===== src/rtl/axil_mac_pkg.sv =====
// Shared types for the AXI4-Lite multiply/accumulate master.
// Optional accumulate mode is enabled with AXIL_MAC_ACCUM_EN.
package axil_mac_pkg;

    typedef enum logic [3:0] {
        S_IDLE,
        S_AR_A,
        S_R_A,
        S_AR_B,
        S_R_B,
        S_MUL,
        S_WR,
        S_B,
        S_DONE
    } state_t;

    localparam logic [1:0] RESP_OKAY   = 2'b00;
    localparam logic [1:0] RESP_SLVERR = 2'b10;
    localparam logic [1:0] RESP_DECERR = 2'b11;

endpackage


===== src/rtl/axil_mac_master_mac.sv =====
// Registered multiply (or multiply-accumulate with AXIL_MAC_ACCUM_EN).
// Operands are extended to full product width so the truncated product wraps.
module mac_unit #(
    parameter int OP_W   = 16,
    parameter bit SIGNED = 1'b0
) (
    input  logic                PCLK,
    input  logic                PRESET,
`ifdef AXIL_MAC_ACCUM_EN
    input  logic                clr_i,
`endif
    input  logic                en_i,
    input  logic [OP_W-1:0]     a_i,
    input  logic [OP_W-1:0]     b_i,
    output logic [2*OP_W-1:0]   result_o
);

    localparam int PW = 2 * OP_W;

    logic [PW-1:0] a_x;
    logic [PW-1:0] b_x;
    logic [PW-1:0] prod;
    logic [PW-1:0] result_q;
    logic [PW-1:0] result_d;

    always_comb begin
        a_x      = {{OP_W{SIGNED & a_i[OP_W-1]}}, a_i};
        b_x      = {{OP_W{SIGNED & b_i[OP_W-1]}}, b_i};
        prod     = a_x * b_x;
        result_d = result_q;
`ifdef AXIL_MAC_ACCUM_EN
        if (clr_i) begin
            result_d = '0;
        end else if (en_i) begin
            result_d = result_q + prod;
        end
`else
        if (en_i) begin
            result_d = prod;
        end
`endif
    end

    always_ff @(posedge PCLK or posedge PRESET) begin
        if (PRESET) begin
            result_q <= '0;
        end else begin
            result_q <= result_d;
        end
    end

    assign result_o = result_q;

endmodule


===== src/rtl/axil_mac_master.sv =====
// AXI4-Lite master: read two operands, multiply, write the product back.
// Define AXIL_MAC_ACCUM_EN for accumulate mode and the acc_clr port.
module axil_mac_master
    import axil_mac_pkg::*;
#(
    parameter int ADDR_W = 32,
    parameter int DATA_W = 32,
    parameter int OP_W   = 16,
    parameter int SIGNED = 0
) (
    input  logic                PCLK,
    input  logic                PRESET,
`ifdef AXIL_MAC_ACCUM_EN
    input  logic                acc_clr,
`endif
    input  logic                start,
    input  logic [ADDR_W-1:0]   raddr_a,
    input  logic [ADDR_W-1:0]   raddr_b,
    input  logic [ADDR_W-1:0]   waddr,
    output logic                busy,
    output logic                done,
    output logic                err,
    output logic [2*OP_W-1:0]   result,
    output logic [ADDR_W-1:0]   araddr,
    output logic                arvalid,
    input  logic                arready,
    input  logic [DATA_W-1:0]   rdata,
    input  logic [1:0]          rresp,
    input  logic                rvalid,
    output logic                rready,
    output logic [ADDR_W-1:0]   awaddr,
    output logic                awvalid,
    input  logic                awready,
    output logic [DATA_W-1:0]   wdata,
    output logic [DATA_W/8-1:0] wstrb,
    output logic                wvalid,
    input  logic                wready,
    input  logic [1:0]          bresp,
    input  logic                bvalid,
    output logic                bready
);

    state_t              state_q, state_d;
    logic                flag_q, flag_d;
    logic [ADDR_W-1:0]   araddr_q, araddr_d;
    logic [ADDR_W-1:0]   baddr_q, baddr_d;
    logic [ADDR_W-1:0]   awaddr_q, awaddr_d;
    logic [OP_W-1:0]     opa_q, opa_d;
    logic [OP_W-1:0]     opb_q, opb_d;
    logic                arvalid_q, arvalid_d;
    logic                rready_q, rready_d;
    logic                awvalid_q, awvalid_d;
    logic                wvalid_q, wvalid_d;
    logic                bready_q, bready_d;
    logic                busy_q, busy_d;
    logic                done_q, done_d;
    logic                err_q, err_d;
    logic                rresp_bad;
    logic [2*OP_W-1:0]   result_w;
    logic                unused_rdata;

    assign rresp_bad    = (rresp != RESP_OKAY);
    assign unused_rdata = ^rdata[DATA_W-1:OP_W];

    always_comb begin
        state_d  = state_q;
        flag_d   = flag_q;
        araddr_d = araddr_q;
        baddr_d  = baddr_q;
        awaddr_d = awaddr_q;
        opa_d    = opa_q;
        opb_d    = opb_q;
        unique case (state_q)
            S_IDLE: begin
                if (start) begin
                    state_d  = S_AR_A;
                    flag_d   = 1'b0;
                    araddr_d = raddr_a;
                    baddr_d  = raddr_b;
                    awaddr_d = waddr;
                end
            end
            S_AR_A: if (arready) state_d = S_R_A;
            S_R_A: begin
                if (rvalid) begin
                    opa_d    = rdata[OP_W-1:0];
                    flag_d   = flag_q | rresp_bad;
                    araddr_d = baddr_q;
                    state_d  = S_AR_B;
                end
            end
            S_AR_B: if (arready) state_d = S_R_B;
            S_R_B: begin
                if (rvalid) begin
                    opb_d   = rdata[OP_W-1:0];
                    flag_d  = flag_q | rresp_bad;
                    state_d = (flag_q | rresp_bad) ? S_DONE : S_MUL;
                end
            end
            S_MUL: state_d = S_WR;
            S_WR: begin
                if ((!awvalid_q || awready) && (!wvalid_q || wready)) begin
                    state_d = S_B;
                end
            end
            S_B: begin
                if (bvalid) begin
                    flag_d  = flag_q | (bresp != RESP_OKAY);
                    state_d = S_DONE;
                end
            end
            S_DONE: state_d = S_IDLE;
            default: state_d = S_IDLE;
        endcase

        // Outputs are registered from the next state, so no AXI input
        // reaches an AXI output without passing through a flop.
        arvalid_d = (state_d == S_AR_A) || (state_d == S_AR_B);
        rready_d  = (state_d == S_R_A) || (state_d == S_R_B);
        awvalid_d = (state_q == S_MUL) ||
                    ((state_q == S_WR) && awvalid_q && !awready);
        wvalid_d  = (state_q == S_MUL) ||
                    ((state_q == S_WR) && wvalid_q && !wready);
        bready_d  = (state_d == S_B);
        busy_d    = (state_d != S_IDLE);
        done_d    = (state_d == S_DONE);
        err_d     = done_d & flag_d;
    end

    always_ff @(posedge PCLK or posedge PRESET) begin
        if (PRESET) begin
            state_q   <= S_IDLE;
            flag_q    <= 1'b0;
            araddr_q  <= '0;
            baddr_q   <= '0;
            awaddr_q  <= '0;
            opa_q     <= '0;
            opb_q     <= '0;
            arvalid_q <= 1'b0;
            rready_q  <= 1'b0;
            awvalid_q <= 1'b0;
            wvalid_q  <= 1'b0;
            bready_q  <= 1'b0;
            busy_q    <= 1'b0;
            done_q    <= 1'b0;
            err_q     <= 1'b0;
        end else begin
            state_q   <= state_d;
            flag_q    <= flag_d;
            araddr_q  <= araddr_d;
            baddr_q   <= baddr_d;
            awaddr_q  <= awaddr_d;
            opa_q     <= opa_d;
            opb_q     <= opb_d;
            arvalid_q <= arvalid_d;
            rready_q  <= rready_d;
            awvalid_q <= awvalid_d;
            wvalid_q  <= wvalid_d;
            bready_q  <= bready_d;
            busy_q    <= busy_d;
            done_q    <= done_d;
            err_q     <= err_d;
        end
    end

    mac_unit #(
        .OP_W   (OP_W),
        .SIGNED (SIGNED != 0)
    ) u_mac (
        .PCLK     (PCLK),
        .PRESET   (PRESET),
`ifdef AXIL_MAC_ACCUM_EN
        .clr_i    (acc_clr && (state_q == S_IDLE)),
`endif
        .en_i     (state_q == S_MUL),
        .a_i      (opa_q),
        .b_i      (opb_q),
        .result_o (result_w)
    );

    assign busy    = busy_q;
    assign done    = done_q;
    assign err     = err_q;
    assign result  = result_w;
    assign araddr  = araddr_q;
    assign arvalid = arvalid_q;
    assign rready  = rready_q;
    assign awaddr  = awaddr_q;
    assign awvalid = awvalid_q;
    assign wvalid  = wvalid_q;
    assign bready  = bready_q;
    assign wstrb   = '1;
    assign wdata   = (SIGNED != 0) ? DATA_W'($signed(result_w))
                                   : DATA_W'(result_w);

endmodule


===== config.mk =====
export PLATFORM = sky130hd
export DESIGN_NAME = axil_mac_master
export DESIGN_NICKNAME = d
export VERILOG_FILES = /design/src/rtl/axil_mac_pkg.sv /design/src/rtl/axil_mac_master_mac.sv /design/src/rtl/axil_mac_master.sv
export SDC_FILE = /design/constraint.sdc
export NUM_CORES = 1
export LEC_CHECK = 0
export ABC_AREA = 0
export CORE_MARGIN = 2
export CORE_UTILIZATION = 60
export CTS_BUF_LIST = sky130_fd_sc_hd__clkbuf_4
export CTS_CLUSTER_DIAMETER = 40
export DETAILED_ROUTE_END_ITERATION = 10
export PLACE_DENSITY = 0.89
export SYNTH_ARGS = -nofsm -noshare
export SYNTH_HDL_FRONTEND = slang
export SYNTH_SLANG_ARGS = --single-unit

===== constraint.sdc =====
create_clock -name PCLK -period 17.6 [get_ports PCLK]
set_input_delay 2.64 -clock PCLK [delete_from_list [all_inputs] [get_ports PCLK]]
set_output_delay 2.64 -clock PCLK [all_outputs]
set_load 0.05 [all_outputs]

==> flow_metrics.tcl, run 1 <==
set metrics [dict create \
    yosysWarnings 0 \
    routed-via-count 11742 \
    holdWs_ns 0.525 \
    antenna_found_initial 2 \
    numPortBuffers 259 \
    path_cells "nand2_1 > fa_1 > inv_1 > fa_1 > fa_1 > fa_1 > fa_1 > inv_1 > fa_1 > inv_1 > ha_1 > a21oi_1 > o21ai_0 > a41oi_1 > nor3_1 > o21ai_0 > and4_1 > o31ai_1" \
    dp_hpwl_mm 29.8 \
    final_antenna_net_count 0 \
    grtUsageMet2_pct 53.4 \
    clkTransAtPathRegs_ns 0.19 \
    cts_buffers 17 \
    synth_seq_cells 173 \
    slew-limit-headroom_pct 26.4 \
    synth_top_area_cell "dfrtp_1" \
    drc 0 \
    syn_area_um2 15600 \
    drive_gt1_share_pct 8.62 \
    synth-seq-area-share_pct 27.7 \
    path_delay_family "adder cells" \
    slew_viol_final 0 \
    grtUsageTotal_pct 29.7 \
    rsz0062_at_grt "false" \
    gp_congestion 0.926 \
    required_ns 18.11 \
    met3_usage_pct 7.97 \
    synth_ff_type "dfrtp_1" \
    grt_pass1_wl_mm 62.8 \
    grt_max_degree 98 \
    top_usage_layer "met2" \
    die_w_um 165 \
    synth-simple-area-share_pct 12.8 \
    cp_num_buf_inv 3 \
    final_nets 2165 \
    outcome "complete, no violations" \
    async_reset_ff_share_pct 100 \
    cts_root_buf "clkbuf_4" \
    coreArea_um2 25800 \
    cap_viol_max_count 0 \
    cts_buffer_depth 2 \
    syn2layout_area_growth_pct 17.5 \
    clk_latency_ns 0.61 \
    synth.distinct_cells 64 \
    crit_fanout 17 \
    cts.sink_count 173 \
    first_pass_iters 6 \
    io_pins 280 \
    grt.met1_usage_pct 32.5 \
    fp.dieArea_um2 27400 \
    netlist.area_leader.share_pct 27.7 \
    first_global_vias 13007 \
    cts_resized 0 \
    synth_area_per_cell_um2 10.1 \
    hold_viol_final 0 \
    maxClockFrequency_mhz 154 \
    drt_iter0_markers 760 \
    wl_per_cell_um 19.0 \
    start_kind "flop" \
    drt-total-wl_mm 39.4 \
    worstMarginPinSlew_ns 1.10 \
    end_kind "flop" \
    finalSetupTns_ns 0 \
    via_per_inst 5.65 \
    cts_htree_levels 4 \
    die_h_um 165 \
    worst_path_most_repeated_cell "fa_1" \
    min_path_type "flop to flop" \
    initial_core_util_pct 60.6 \
    synth_edf_count 0 \
    fp-row-count 59 \
    gr-total-overflow 0 \
    cts_hold_buf 0 \
    min_period_ns 6.51 \
    slowest_stage "dfrtp_1" \
    arrival_ns 7.03 \
    min_period_over_period_pct 37.0 \
    syn_inst 1552 \
    setup_viol 0 \
    worstSetupPathType "flop to flop" \
    cts_tree "yes" \
    synth_top_family_by_area "adder cells" \
    synth_fa_ha_area_share_pct 33.1 \
    synth.area.mux_share_pct 8.95 \
    fin_worst_skew_ns 0.0330 \
    synthXorXnorAreaFrac_pct 1.34 \
    synth_area_leaders "dfrtp_1 28%, fa_1 25%, ha_1 8.3%" \
    cts_setup_buffers 0 \
    cpPeakStageDelay_ns 0.88 \
    synth_compound_area_share_pct 6.36 \
]
final timing paths:
check                             startpoint                 end  slack, ns  depth (start not counted)
max                                 opb_q[7]  u_mac.result_o[28]      11.09                         18
min reg2reg                u_mac.result_o[0]   u_mac.result_o[0]       0.53                          2
max reg2reg                         opb_q[7]  u_mac.result_o[28]      11.09                         18
min in group asynchronous             PRESET           awaddr[2]       2.59                          2
min                        u_mac.result_o[0]   u_mac.result_o[0]       0.53                          2
max in group asynchronous             PRESET  u_mac.result_o[18]      13.44                          3
synthesized netlist by cell type (3+ instances only):
library cell    n
buf_2           6
clkbuf_1       54
o31ai_1         5
and2_1        115
o21ai_1         5
nor2_1         47
buf_4          36
nand2_1       215
xor2_1         12
o21ai_0        33
nand4_1        12
nand2b_1        5
o21bai_1        6
buf_6           7
inv_1         235
mux2i_1        32
mux2_2         96
nor3_1          8
a21oi_1        63
nand3_1         9
a31oi_1         4
dfrtp_1       173
a211o_1         3
xnor2_1        12
nor2b_1         6
a21o_1          8
ha_1          104
and3_1          3
fa_1          194
cells by family after synthesis:
logic type                 after synthesis
xor gates and xnor gates                24
adders and majority gates              298
muxes                                  128
buffers and inverters                  344
and+or+nand+nor                        428
other                                    1
DFF                                    173
AOI/OAI and AO/OA                      156
metrics by stage:
stage / cells / util (%) / cell area [um^2] / setup WS (ns)
3_5_place_dp: 2043 / 70.0 / 18100 / 11.27
6_report: 2077 / 71.2 / 18400 / 11.09
3_3_place_gp: 2043 / 70.0 / 18100 / 11.41
4_1_cts: 2075 / 71.1 / 18400 / 11.17
5_1_grt: 2077 / 71.2 / 18400 / 10.83
2_1_floorplan: 1555 / - / 15700 / 10.27
layout by cell type (no fill, tap or decap), types with 3 or more instances in the layout:
master,n
clkdlybuf4s50_1,259
inv_1,234
nand2_1,214
fa_1,194
dfrtp_1,173
and2_1,114
ha_1,104
mux2_2,96
a21oi_1,63
nor2_1,47
o21ai_0,33
mux2i_1,32
clkbuf_4,17
xnor2_1,12
xor2_1,12
nand4_1,12
nand3_1,9
nor3_1,8
a21o_1,8
o21bai_1,6
nor2b_1,5
nand2b_1,5
o21ai_1,5
o31ai_1,5
inv_6,5
clkinv_8,5
a31oi_1,4
conb_1,4
and3_1,3
a211o_1,3
inv_8,3
buf_4,3
routing by layer:
layer / vias up / part of all wire (%)
met2: 489 / 53
met3: 130 / 7.9
met5: - / 0
li1: 5193 / -
met1: 5930 / 35
met4: 0 / 4.2
area by class of cell:
class | instances | area (um^2)
clock inverters | 15 | 171
repair buffers | 262 | 2620
clock buffers | 17 | 128
multi-input cells | 1038 | 9830
fillers | 1762 | 7450
inverters | 235 | 887
flip-flops and latches | 173 | 4330
well taps | 335 | 419
diodes | 2 | 5.00
sequential cells by signal (all words and copies together) (netlist names), 4 cells and up:
register,count
baddr_q,32
opa_q,16
opb_q,16
araddr,32
state_q,4
awaddr,32
u_mac.result_o,32
worst reg2reg max path: cells and delay by family (launching register included):
kind                       cells  cell delay, ns
and+or+nand+nor                3            0.67
AOI/OAI and AO/OA              5            1.16
DFF                            1            0.88
adders and majority gates      7            3.55
buffers and inverters          3            0.19
Power of run 1 is left out: the tool's default activity adds up to more than one toggle a clock period on the data nets, which glitch-free logic cannot reach.
==> inputs of run 2 (changes only) <==
Settings changed: CORE_UTILIZATION 60 to 50, PLACE_DENSITY 0.89 to 0.8.
Clock period 17.6 ns to 5.25 ns, I/O delays scaled along.
==> flow_metrics.tcl, run 2 (synthesis gave the netlist of run 1 again) <==
set metrics [dict create \
    worstMarginPinSlew_ns 1.02 \
    gp_congestion 0.887 \
    numPortBuffers 259 \
    slew_viol_final 0 \
    drive_gt1_share_pct 19.9 \
    holdWs_ns 0.521 \
    antenna_found_initial 1 \
    dp_hpwl_mm 30.8 \
    gr-total-overflow 0 \
    coreArea_um2 30700 \
    rsz0062_at_grt "true" \
    fp-row-count 64 \
    mostFrequentLayoutCells "259 x clkdlybuf4s50_1, 232 x inv_1, 212 x nand2_1" \
    die_w_um 181 \
    drc 0 \
    final_antenna_net_count 0 \
    post-place-ws_ns -0.495 \
    setup_viol 18 \
    wl_per_cell_um 17.1 \
    grtUsageTotal_pct 24.7 \
    cts_buffer_depth 2 \
    drt-total-wl_mm 39.1 \
    clkTransAtPathRegs_ns 0.17 \
    start_kind "flop" \
    min_period_ns 5.61 \
    slew-limit-headroom_pct 31.9 \
    cts_tree "yes" \
    worst_path_most_repeated_cell "fa_1" \
    hold_viol_final 0 \
    cts.sink_count 173 \
    drt_iter0_markers 775 \
    crit_fanout 6 \
    slowest_stage "fa_2" \
    grt_pass1_wl_mm 64.5 \
    first_pass_iters 5 \
    final_common_cell "clkdlybuf4s50_1" \
    io_pins 280 \
    min_path_type "flop to flop" \
    cts_buffers 17 \
    worstSetupPathType "flop to flop" \
    fp.dieArea_um2 32700 \
    initial_core_util_pct 51.0 \
    grt_max_degree 174 \
    arrival_ns 6.17 \
    clk_latency_ns 0.64 \
    via_per_inst 5.27 \
    fin_worst_skew_ns 0.0237 \
    end_kind "flop" \
    first_global_vias 13173 \
    path_cells "buf_4 > buf_4 > nand2_1 > fa_1 > inv_1 > fa_1 > fa_2 > fa_2 > fa_1 > inv_1 > fa_1 > inv_1 > ha_4 > a21o_1 > nand3_1 > nand2_1 > a221oi_2 > buf_4 > a211oi_2 > o21a_2 > o31ai_2" \
    cts_htree_levels 4 \
    die_h_um 181 \
    syn2layout_area_growth_pct 28.3 \
    final_nets 2318 \
    cts_root_buf "clkbuf_4" \
    finish.utilization_pct 65.5 \
    outcome "finished, violations left" \
    maxClockFrequency_mhz 178 \
    cap_viol_max_count 0 \
    cpPeakStageDelay_ns 0.59 \
    cts_hold_buf 0 \
    routed-via-count 12075 \
    finalSetupTns_ns -4.85 \
    worst_slack_ns -0.359 \
    required_ns 5.81 \
    min_period_over_period_pct 107 \
    violations "negative setup slack" \
]
## run 2: cell types whose count changed in the layout (fill, tap and decap cells not counted), moves of 7 or more
| cell | before | now |
|---|---|---|
| ha_4 | 0 | 10 |
| buf_6 | 0 | 8 |
| fa_2 | 0 | 7 |
| buf_4 | 3 | 141 |
| dfrtp_1 | 173 | 154 |
| a21oi_1 | 63 | 56 |
| ha_1 | 104 | 93 |
| fa_1 | 194 | 187 |
| dfrtp_2 | 0 | 19 |
## run 2: worst max-delay path, delay by kind of cell (launching register included)
kind,cells,cell delay [ns]
DFF,1,0.43
AOI/OAI and AO/OA,5,0.88
buffers and inverters,6,0.68
adders and majority gates,7,3.30
and+or+nand+nor,3,0.24
## run 2: path summary, 6_finish.rpt
kind                             from            endpoint  slack, ns  depth (start not counted)
setup / recovery             opa_q[8]  u_mac.result_o[30]      -0.36                         21
hold / removal             awaddr[12]          awaddr[12]       0.52                          1
setup reg to reg             opa_q[8]  u_mac.result_o[30]      -0.36                         21
hold reg to reg            awaddr[12]          awaddr[12]       0.52                          1
max in group asynchronous      PRESET            opb_q[9]       3.72                          3
min in group asynchronous      PRESET  u_mac.result_o[22]       0.76                          3
## run 2: per-stage QoR
stage / std cells / cell area (um^2)
after global placement: 2228 / 19200
after global routing: 2290 / 20100
after detailed placement: 2228 / 19200
after floorplan: 1555 / 15900
final: 2290 / 20100
after CTS: 2285 / 19900
## run 2: final cells by class
| type | instances | area, um^2 |
|---|---|---|
| clock buffers | 17 | 128 |
| inverters | 235 | 886 |
| fillers | 2324 | 10600 |
| clock inverters | 15 | 133 |
| well taps | 396 | 495 |
| multi-input cells | 1038 | 10200 |
| diodes | 1 | 2.50 |
| repair buffers | 415 | 3870 |
| flip-flops and latches | 173 | 4350 |
## run 2: layer usage
metal | share of wire (%) | global-route usage, % | vias up
li1 | - | - | 5506
met1 | 35 | 27.4 | 6060
met2 | 54 | 45.8 | 437
met3 | 8.5 | 7.14 | 72
met4 | 2.3 | 7.10 | 0
met5 | 0 | 0 | -
## run 2: repair_timing
action | CTS | global route
endpoints found under the hold margin | 0 | 0
setup endpoints to repair | 21 | 20
gates resized for setup | 69 | 18
buffers inserted | 25 | 4
pin swaps | 25 | 10
cloned | 0 | 0
Power of run 2 is left out for the same reason.
